## src/rtl/abc_producer.sv

```systemverilog
// Sending end of the s/h + dav_/rfd handshake: buffers signed step commands in a
// small FIFO and hands each one to the consumer as direction plus step count.
module abc_producer #(
  parameter int DEPTH = 4,
  parameter int AW    = 2
) (
  input  logic       clock,
  input  logic       reset_,
  input  logic       cmd_valid,
  input  logic [7:0] cmd_delta,
  output logic       cmd_ready,
  input  logic       rfd,
  output logic       dav_,
  output logic       s,
  output logic [6:0] h,
  output logic       busy,
  output logic [7:0] sent_cnt
);

  typedef enum logic [1:0] {IDLE, SEND, RELEASE} state_t;

  state_t      state_q, state_d;
  logic [7:0]  mem_q [DEPTH];
  logic [AW:0] wr_ptr_q, wr_ptr_d;
  logic [AW:0] rd_ptr_q, rd_ptr_d;
  logic        dav_q, dav_d;
  logic        s_q, s_d;
  logic [6:0]  h_q, h_d;
  logic [7:0]  sent_q, sent_d;

  logic        empty, full, push, pop;
  logic [7:0]  head, head_mag;
  logic [6:0]  head_h;

  // Extra pointer bit tells full from empty when the index bits match.
  assign empty     = (wr_ptr_q == rd_ptr_q);
  assign full      = (wr_ptr_q[AW] != rd_ptr_q[AW]) &&
                     (wr_ptr_q[AW-1:0] == rd_ptr_q[AW-1:0]);
  assign cmd_ready = ~full;
  assign push      = cmd_valid & ~full;

  assign head     = mem_q[rd_ptr_q[AW-1:0]];
  assign head_mag = head[7] ? (~head + 8'd1) : head;
  // Only -128 yields a magnitude with bit 7 set; it saturates to 127.
  assign head_h   = head_mag[7] ? 7'd127 : head_mag[6:0];

  assign wr_ptr_d = wr_ptr_q + {{AW{1'b0}}, push};
  assign rd_ptr_d = rd_ptr_q + {{AW{1'b0}}, pop};

  always_ff @(posedge clock) begin
    if (push) begin
      mem_q[wr_ptr_q[AW-1:0]] <= cmd_delta;
    end
  end

  always_comb begin
    state_d = state_q;
    dav_d   = dav_q;
    s_d     = s_q;
    h_d     = h_q;
    sent_d  = sent_q;
    pop     = 1'b0;
    case (state_q)
      IDLE: begin
        if (!empty) begin
          if (head == 8'd0) begin
            pop = 1'b1;
          end else if (rfd) begin
            pop     = 1'b1;
            s_d     = head[7];
            h_d     = head_h;
            dav_d   = 1'b0;
            state_d = SEND;
          end
        end
      end
      SEND: begin
        if (!rfd) begin
          dav_d   = 1'b1;
          sent_d  = sent_q + 8'd1;
          state_d = RELEASE;
        end
      end
      RELEASE: begin
        // Waiting for rfd to return keeps a steady-high rfd from re-triggering.
        if (rfd) begin
          state_d = IDLE;
        end
      end
      default: state_d = IDLE;
    endcase
  end

  always_ff @(posedge clock or negedge reset_) begin
    if (!reset_) begin
      state_q  <= IDLE;
      wr_ptr_q <= '0;
      rd_ptr_q <= '0;
      dav_q    <= 1'b1;
      s_q      <= 1'b0;
      h_q      <= 7'd0;
      sent_q   <= 8'd0;
    end else begin
      state_q  <= state_d;
      wr_ptr_q <= wr_ptr_d;
      rd_ptr_q <= rd_ptr_d;
      dav_q    <= dav_d;
      s_q      <= s_d;
      h_q      <= h_d;
      sent_q   <= sent_d;
    end
  end

  assign dav_     = dav_q;
  assign s        = s_q;
  assign h        = h_q;
  assign sent_cnt = sent_q;
  assign busy     = (state_q != IDLE) || !empty;

endmodule

```

## config.mk

```make
export PLATFORM = sky130hd
export DESIGN_NAME = abc_producer
export DESIGN_NICKNAME = d
export VERILOG_FILES = /design/src/rtl/abc_producer.sv
export SDC_FILE = /design/constraint.sdc
export NUM_CORES = 1
export LEC_CHECK = 0
export CORE_UTILIZATION = 55
export DETAILED_ROUTE_END_ITERATION = 10
export PLACE_DENSITY = 0.79
export SLEW_MARGIN = 20
export SYNTH_ARGS = -nofsm -noshare
export SYNTH_HDL_FRONTEND = slang
export SYNTH_SLANG_ARGS = --single-unit
```

## constraint.sdc

```tcl
create_clock -name clock -period 5.15 [get_ports clock]
set_input_delay 1.03 -clock clock [delete_from_list [all_inputs] [get_ports clock]]
set_output_delay 1.03 -clock clock [all_outputs]
set_load 0.05 [all_outputs]
```

==> run metrics, run 1 <==
worst path buffer plus inverter count 1; Final HPWL DP 3.01 mm; Die Wd 69.4 µm; Non-Filler Instances 268; Yosys cell types 42; Slew @ Worst Pin 0.781 ns; DR vias/cell 5.79; met1 wire length 1.95 mm; #FFs+latches synth 57; crit path cell chain xor2_1 > or3_1 > nand2b_1 > clkdlybuf4s50_1; Post-synth EDFFs 32; Power Density 728 nW/µm²; post-CTS resize count 0; Synthesis Warnings 0; die area 4810 µm²; CP max-delay cell clkdlybuf4s50_1; postcts setup bufs 0; Detailed Route WL 4.33 mm; min-delay worst type flip-flop to flip-flop; core area 4350 µm²; Synth Instances 171; hold slack 0.469 ns; Clock Root Buffer clkbuf_8; Iter 0 DRT Violations 126; Slew Limit Headroom 47.8%; register area share after synthesis 63.6%; grt ovf 0; status completed; CP Depth 4; CP delay by family, top buffers and inverters; Worst Hold Depth 1; Clock Latency Late Sink 0.34 ns; clock skew 0.00960 ns; Global Route Usage Sum 20.6%; Setup TNS Final 0 ns; total of max-cap violations 0; Placement Cell Area 2850 µm²; CTS Buf Count 9; CTS clock-pin slew for the worst setup and hold paths 0.07 ns; FP Rows 24; Max Clk Rate 0.296 GHz; initial antenna violation count 0; Max clock buf depth 2; minimum clock period 3.38 ns; PortBufs 30; Pwr Total 2.26 mW; FF-to-FF path depth 8; Placed Cells incl. Taps 252; routed len/inst 16.2 µm; # H-tree levels 3; # fillers 274; Routed Antenna Nets 0; RSZ-0062 raised after global routing no; crit path max fanout 11; final setup violation count 0; vias in the first global route 1600; Setup crit start kind flip-flop; Final Cycle Share 65.6%; metal3 WL 238 µm; area grow syn2layout 24.4%; Top Layer Used met4; leakage 1.21 nW; Peak VDD IR 0.000383 V; hold_buf cts 0; largest net degree at the start of global routing 26; I/O pin count 31; ant diodes 0; Crit path arrival time 2.35 ns; Worst Setup Path Type flip-flop to output pin; # DRC 0; fraction of layout cells with a size suffix above 1 14.8%; Max Slew Vio Count 0; Avg Synthesized Cell Area 14.6 µm²; TritonCTS clock tree yes; Most used DFF post-synth edfxtp_1; vias 1552; first-pass GRT wire length 7.39 mm; Met2 Wirelength 2.09 mm; synthesized net count 189; Die H 69.4 µm; cell area after synthesis 2490 µm²; clock sinks 57; Final Hold Viols 0; CP endpoint kind output pin; async set-reset flop share out of synthesis 43.9%; fin area 3100 µm²; Critical Path RT 4.12 ns; nets 229; routability cong. 0.857; Starting Density 57.3%; Worst path max stage delay 0.70 ns; DR pass1 iterations 4
==> through the flow <==
step,worst slack [ns],util [%]
2_1_floorplan,2.70,-
3_3_place_gp,2.09,65.3
3_5_place_dp,2.09,65.5
4_1_cts,1.72,71.4
5_1_grt,1.61,71.3
6_report,1.77,71.3
==> report_power, final <==
group / switching [mW] / leakage (nW) / internal [mW]
logic: 0.579 / 0.486 / 0.377
clock network: 0.170 / 0.130 / 0.369
registers: 0.124 / 0.595 / 0.640
total: 0.873 / 1.21 / 1.38
==> final cells by class <==
class                      instances  area, µm²  area share, %
clock inverter                     6        130           4.19
clock buffer                      10        128           4.11
timing repair buffer              32        310           10.0
sequential                        57       1590           51.2
tap                               52       65.1           2.10
inverter                          10       37.5           1.21
multi-input combinational        101        845           27.2
==> flip-flops by register name (all words and copies together), names as in the netlist <==
register / flops
dav_: 1
h: 7
mem_q: 32
rd_ptr_q: 3
s: 1
sent_cnt: 8
state_q: 2
wr_ptr_q: 3
==> cell families after synthesis <==
kind of cell	after synthesis	share of synthesized area (%)
mux	12	10.1
xor+xnor	15	5.27
buf+inv	13	2.71
simple gates	47	9.18
compound gates	21	6.07
flops	57	63.6
fa+ha+maj	6	3.01
==> Yosys cell counts, types with 2 or more instances <==
| library cell | n | share of area (%) |
|---|---|---|
| nor3_1 | 2 | 0.40 |
| nand4_1 | 3 | 0.75 |
| mux2_2 | 2 | 0.90 |
| nor2_1 | 19 | 2.9 |
| nand3_1 | 3 | 0.60 |
| edfxtp_1 | 32 | 39 |
| buf_6 | 2 | 0.90 |
| mux4_2 | 4 | 3.6 |
| nor3b_1 | 3 | 0.90 |
| ha_1 | 6 | 3.0 |
| a31oi_1 | 5 | 1.3 |
| a21oi_1 | 4 | 0.80 |
| or3_1 | 2 | 0.50 |
| nand2_1 | 9 | 1.4 |
| mux4_1 | 4 | 4.2 |
| xor2_1 | 8 | 2.8 |
| xnor2_1 | 7 | 2.5 |
| inv_1 | 9 | 1.4 |
| dfrtp_1 | 24 | 24 |
==> worst paths after layout <==
check                       startpoint          end  slack [ns]
min                        sent_cnt[7]  sent_cnt[7]        0.47
max in group asynchronous       reset_         dav_        4.10
max                        rd_ptr_q[0]         busy        1.77
min reg2reg                sent_cnt[7]  sent_cnt[7]        0.47
min in group asynchronous       reset_  sent_cnt[5]        0.68
max reg2reg                rd_ptr_q[0]  rd_ptr_q[2]        2.46
==> metal layers <==
metal	vias to the layer above	global-route usage [%]
met3	11	7.27
met1	763	25.4
met2	55	33.3
li1	723	-
met4	0	8.39
met5	-	0
==> placed cells by master (no fill, tap or decap), types with 2 or more instances in the layout <==
cell type | Yosys | final
inv_1 | 9 | 9
dfrtp_1 | 24 | 24
nand2_1 | 9 | 9
nor3b_1 | 3 | 3
nor3_2 | 1 | 2
edfxtp_1 | 32 | 32
nor2_1 | 19 | 19
ha_1 | 6 | 6
or3_1 | 2 | 2
buf_4 | 1 | 2
mux4_2 | 4 | 4
a21oi_1 | 4 | 4
mux2_2 | 2 | 2
nand4_1 | 3 | 3
xnor2_1 | 7 | 7
clkdlybuf4s50_1 | 0 | 29
xor2_1 | 8 | 8
clkbuf_8 | 0 | 9
clkinv_2 | 0 | 2
a31oi_1 | 5 | 5
nand3_1 | 3 | 3
mux4_1 | 4 | 4
bufinv_16 | 0 | 4
==> worst reg2reg max path, cell delays in order, from the launching register on <==
cell and delay [ns]:
dfrtp_1 0.67, mux4_1 0.71, inv_1 0.11, ha_1 0.32, nand4_1 0.13, a21oi_1 0.20
ha_1 0.17, ha_1 0.16, xor2_1 0.16
(Power assumes the default switching activity.)
==> inputs of run 2 (changes only) <==
- clock period: 5.15 -> 3.2 ns (I/O delays scaled with it)
==> run 2 against run 1 <==
  * Worst setup slack got worse by 1.6 ns
  * Sequential share of layout area up 0.12 points
  * Total power increased by 58%
  * Register-to-register slack worse by 1.9 ns
  * Worst hold slack improved by 0.030 ns
  * Combinational power up 65%
  * Global-route usage rose by 0.90 points
  * Final cell count increased by 1.1%
  * Flip-flop and latch count stayed put
  * Utilization is 0.17 points lower
  * Critical path depth did not move
  * Die area is the same
  * Largest cell class unchanged
==> run metrics, run 2 (same netlist as run 1, synthesis figures left out) <==
minimum clock period 3.03 ns; initial antenna violation count 0 (unchanged); area of the multi-input gates 840 µm² (-0.59%); Worst path max stage delay 0.70 ns (about the same); fin area 3100 µm² (-0.24%); Clock Latency Late Sink 0.34 ns (about the same); commonest non-fill, non-tap cell in the layout edfxtp_1; Peak VDD IR 0.000576 V (+51%); leakage 1.21 nW (-0.16%); largest net degree at the start of global routing 26 (unchanged); clock sinks 57 (unchanged); Routed Antenna Nets 0 (unchanged); vias in the first global route 1613 (+0.81%); Starting Density 57.3% (unchanged); first-pass GRT wire length 7.66 mm (+3.7%); DR vias/cell 5.69 (-1.8%); worst path buffer plus inverter count 1 (unchanged); clock skew 0.0121 ns (+0.00252 ns); Max Clk Rate 0.330 GHz; Crit path arrival time 2.39 ns (+0.04 ns); CP max-delay cell clkdlybuf4s50_1; Die Wd 69.4 µm (unchanged); Iter 0 DRT Violations 126 (unchanged); Pwr Total 3.56 mW (+58%); Setup crit start kind flip-flop; R2R Setup Slk 0.53 ns (-1.93 ns); min-delay worst type flip-flop to flip-flop; CTS clock-pin slew for the worst setup and hold paths 0.08 ns (about the same); # fillers 290 (+5.8%); CTS Buf Count 9 (unchanged); CP endpoint kind output pin; grt ovf 0 (unchanged); Final Hold Viols 0 (unchanged); FP Rows 24 (unchanged); DR pass1 iterations 4 (unchanged); routed len/inst 17.2 µm (+6.3%); core area 4350 µm² (unchanged); Placement Cell Area 2870 µm² (+0.61%); crit path max fanout 11 (unchanged); status completed; Clock Root Buffer clkbuf_8; postcts setup bufs 0 (unchanged); post-CTS resize count 0 (unchanged); I/O pin count 31 (unchanged); total of max-cap violations 0 (unchanged); Slew @ Worst Pin 0.873 ns (+0.0923 ns); Power Density 1150 nW/µm² (+58%); crit path cell chain xor2_1 > or3_1 > nand2b_1 > clkdlybuf4s50_1; ant diodes 0 (unchanged); most frequent cells in the layout 32 x edfxtp_1, 30 x clkdlybuf4s50_1, 24 x dfrtp_1; die area 4810 µm² (unchanged); area grow syn2layout 24.1%; hold_buf cts 0 (unchanged); Critical Path RT 2.56 ns (-1.56 ns); vias 1541 (-0.71%); Global Route Usage Sum 21.5% (+0.90 points); Detailed Route WL 4.65 mm (+7.5%); # H-tree levels 3 (unchanged); Final Cycle Share 94.6%; final setup violation count 0 (unchanged); sequential cell area 1590 µm² (unchanged); nets 232 (+1.3%); Max Slew Vio Count 0 (unchanged); TritonCTS clock tree yes; Die H 69.4 µm (unchanged); # DRC 0 (unchanged); max reg flops 32 (unchanged); routability cong. 0.872 (+1.8%); Setup TNS Final 0 ns (unchanged); Max clock buf depth 2 (unchanged); Worst Setup Path Type flip-flop to output pin; PortBufs 30 (unchanged); Slew Limit Headroom 41.0% (-6.8 points); CP delay by family, top buffers and inverters; RSZ-0062 raised after global routing no; fraction of layout cells with a size suffix above 1 15.5% (+0.71 points); Final HPWL DP 3.25 mm (+8.2%)
## run 2: cell types whose count changed in the layout (fill, tap and decap cells not counted), sizes merged
cell,change
buf,+2
bufinv,-2
clkinv,+2
clkbuf,-1
clkdlybuf4s50,+1
inv,+1
## run 2: worst paths after layout
kind / startpoint / cells after the start / end
hold reg to reg: sent_cnt[7] / 1 / sent_cnt[7]
hold / removal: sent_cnt[7] / 1 / sent_cnt[7]
max in group asynchronous: reset_ / 2 / dav_
setup / recovery: rd_ptr_q[0] / 4 / busy
setup reg to reg: rd_ptr_q[0] / 8 / rd_ptr_q[2]
min in group asynchronous: reset_ / 2 / h[6]
## run 2: area by class of cell
type	count	area share, %
Timing Repair Buffer	35	10.9
Sequential cell	57	51.3
Clock buffer	9	4.00
Clock inverter	7	3.35
Inverter	10	1.21
Tap cell	52	2.10
Multi-Input combinational cell	101	27.1
## run 2: where the power goes
group          internal [mW]  total [mW]  switching (mW)
sequential              1.03        1.22           0.194
clock                  0.446       0.757           0.311
combinational          0.618        1.58           0.961
total                   2.09        3.56            1.47
## run 2: routing by layer
layer  global-route usage (%)  part of all wire, %
met5                        0                    0
met2                     36.5                   51
met4                     10.4                  2.6
met3                     6.54                  4.9
met1                     24.9                   42
## run 2: stage by stage
stage | std cells | hold slack (ns) | util, % | worst slack (ns)
final | 271 | 0.499 | 71.1 | 0.172
after global routing | 271 | 0.531 | 71.1 | 0.0406
after CTS | 271 | 0.503 | 71.1 | 0.143
after detailed placement | 255 | 0.476 | 65.9 | 0.525
after global placement | 255 | 0.458 | 65.9 | 0.531
after floorplan | 171 | 0.344 | - | 0.788
==> inputs of run 3 (changes only) <==
- ABC_AREA: unset -> 1
- PLACE_DENSITY: 0.79 -> 0.78
==> run 3 against run 2 <==
  * First-iteration DRC count down 26%
  * Critical endpoint unchanged
  * Flip-flop and latch count unchanged
  * Combinational power up 16%
  * Synthesized area up 7.9%
  * Highest routed layer unchanged
  * Largest power group unchanged
  * Clock skew down 0.0051 ns
  * Register-to-register slack better by 0.38 ns
  * Worst setup slack better by 0.22 ns
==> run metrics, run 3 <==
Slew @ Worst Pin 0.525 ns (-0.349 ns); xor/xnor cell area share of the yosys netlist 4.51% (-0.76 points); minimum clock period 2.81 ns (-0.216 ns); post-CTS resize count 0 (unchanged); Worst Hold Depth 1 (unchanged); Clock Latency Late Sink 0.33 ns (about the same); crit path max fanout 11 (unchanged); most frequent cells in the layout 79 x nand2_1, 32 x edfxtp_1, 30 x clkdlybuf4s50_1; Final HPWL DP 2.92 mm (-10%); largest net degree at the start of global routing 26 (unchanged); postcts setup bufs 0 (unchanged); Starting Density 57.0% (-0.29 points); Yosys cell types 29 (-31%); Routed Antenna Nets 0 (unchanged); largest family of logic cells by synthesized area simple AND/OR/NAND/NOR gates; fraction of layout cells with a size suffix above 1 20.6% (+5.1 points); routed len/inst 11.7 µm (-32%); FF-to-FF path depth 12 (+4); Die Wd 72.0 µm (+3.8%); Synth Area in Compound Gates 2.18% (-3.9 points); Detailed Route WL 4.26 mm (-8.5%); Post-Synth Adder-Cell Area 2.79% (-0.22 points); Die H 72.0 µm (+3.8%); post-synthesis simple-gate area fraction 27.2% (+18 points); most numerous cell in the Yosys netlist nand2_1; Power Density 1120 nW/µm² (-2.4%); ranking of synthesized cells by area edfxtp_1 36%, dfrtp_1 22%, nand2_1 11%, nand3_1 3.5%, nand3_2 3.0%; Iter 0 DRT Violations 93 (-26%); Setup crit start kind flip-flop; async set-reset flop share out of synthesis 43.9% (unchanged); I/O pin count 31 (unchanged); max reg flops 32 (unchanged); Synthesis Warnings 0 (unchanged); # H-tree levels 3 (unchanged); vias in the first global route 1699 (+5.3%); first-pass GRT wire length 7.33 mm (-4.3%); crit path cell chain xnor2_1 > nand3_2 > inv_1 > nand2_1 > clkdlybuf4s50_1; final setup violation count 0 (unchanged); TritonCTS clock tree yes; Peak VDD IR 0.000479 V (-17%); core area 4720 µm² (+8.5%); min-delay worst type flip-flop to flip-flop; Crit path arrival time 2.17 ns (-0.22 ns); total of max-cap violations 0 (unchanged); clock sinks 57 (unchanged); reg2reg start rd_ptr_q[0]; worst reg2reg endpoint rd_ptr_q[2]; CP endpoint kind output pin; Avg Synthesized Cell Area 10.9 µm² (-26%); CTS clock-pin slew for the worst setup and hold paths 0.06 ns (-0.02 ns); commonest non-fill, non-tap cell in the layout nand2_1; # DRC 0 (unchanged); nets 309 (+33%); die area 5180 µm² (+7.7%); register area share after synthesis 59.0% (-4.7 points); DR pass1 iterations 4 (unchanged); Max Clk Rate 0.356 GHz (+7.7%); Worst Setup Path Type flip-flop to output pin; hold slack 0.465 ns (-0.0331 ns); status completed; cell area after synthesis 2690 µm² (+7.9%); top cells by count, synth 79 x nand2_1, 32 x edfxtp_1, 24 x dfrtp_1, 19 x nand3_1; Synth top area share 35.7% (-2.8 points); DR vias/cell 4.92 (-13%); Yosys top cell by area edfxtp_1; fin area 3260 µm² (+5.4%); area grow syn2layout 21.2%; CP max-delay cell clkdlybuf4s50_1; Max Slew Vio Count 0 (unchanged); Final Cycle Share 87.9% (-6.7 points); mux contribution to synthesized area 0% (-10 points); Most used DFF post-synth edfxtp_1; PortBufs 30 (unchanged); grt ovf 0 (unchanged); Final Hold Viols 0 (unchanged); clock skew 0.00706 ns (-0.00506 ns); hold_buf cts 0 (unchanged); hold endpoint sent_cnt[7]; Worst path max stage delay 0.79 ns (+0.09 ns); FP Rows 25 (+4.2%); ant diodes 0 (unchanged); Synth Instances 248 (+45%); CTS Buf Count 9 (unchanged); Clock Root Buffer clkbuf_8; Max clock buf depth 2 (unchanged); Post-synth EDFFs 32 (unchanged); synthesized net count 266 (+41%); R2R Setup Slk 0.91 ns (+0.38 ns); Setup TNS Final 0 ns (unchanged); initial antenna violation count 0 (unchanged); #FFs+latches synth 57 (unchanged); Placement Cell Area 3080 µm² (+7.3%); RSZ-0062 raised after global routing no; Global Route Usage Sum 19.3% (-2.2 points); HP Start sent_cnt[7]; leakage 1.44 nW (+19%); vias 1786 (+16%); Critical Path RT 2.56 ns (about the same); Slew Limit Headroom 65.0% (+24 points); routability cong. 0.827 (-5.2%)
run 3: cell types whose count changed in the layout (fill, tap and decap cells not counted), sizes merged, moves of 3 or more:
cell	delta
inv	+7
nor2	-5
mux4	-9
a31oi	-5
o21ai	+3
nor3b	-3
nand2	+84
nand3	+25
run 3: logic make-up after synthesis:
| group | Yosys count |
|---|---|
| AO/OA/AOI/OAI | 9 |
| XOR/XNOR | 13 |
| adder cells (fa/ha/maj) | 6 |
| buffers and inverters | 21 |
| flip-flops | 57 |
| AND/OR/NAND/NOR | 142 |
run 3: worst max-delay path: cells and delay by family (launching register included):
kind                      cells  cell delay, ns
xor gates and xnor gates      1            0.18
DFF                           1            0.67
buffers and inverters         2            0.84
and+or+nand+nor               2            0.16
run 3: worst max path at each step:
stage                  end         from  cells after the start  slack [ns]
2_1_floorplan  mem_q[0][0]  rd_ptr_q[0]                      6        0.78
3_3_place_gp          busy  rd_ptr_q[1]                      5        0.75
3_5_place_dp          busy  rd_ptr_q[1]                      5        0.72
4_1_cts               busy  rd_ptr_q[1]                      5        0.36
5_1_grt               busy  rd_ptr_q[1]                      5        0.26
6_report              busy  rd_ptr_q[1]                      5        0.39
run 3: area by class of cell:
| class | count | area (µm²) |
|---|---|---|
| fillers | 368 | 1460 |
| repair buffers | 36 | 345 |
| multi-input cells | 170 | 988 |
| inverters | 17 | 71.3 |
| clock buffers | 10 | 128 |
| well taps | 67 | 83.8 |
| flip-flops and latches | 57 | 1590 |
| clock inverters | 6 | 58.8 |
run 3: report_power, final:
group | internal (mW) | switching [mW]
Sequential | 1.03 | 0.177
Clock | 0.354 | 0.280
Combinational | 0.633 | 1.19
run 3: per-layer routing:
layer	routed length (µm)	part of all wire, %	up-vias	global-route usage, %
met5	0	0	-	0
met4	41	0.96	0	9.37
met3	198	4.6	4	6.81
met2	2130	50	46	31.6
met1	1890	44	830	23.0
li1	-	-	906	-
run 3: through the flow:
stage / total power [mW] / util (%) / worst slack, ns / cells
3_5_place_dp: 3.06 / 65.1 / 0.721 / 347
6_report: 3.66 / 69.1 / 0.388 / 363
5_1_grt: 3.93 / 69.1 / 0.264 / 363
4_1_cts: 3.70 / 69.1 / 0.357 / 363
2_1_floorplan: 2.64 / - / 0.778 / 248
3_3_place_gp: 3.02 / 65.1 / 0.745 / 347
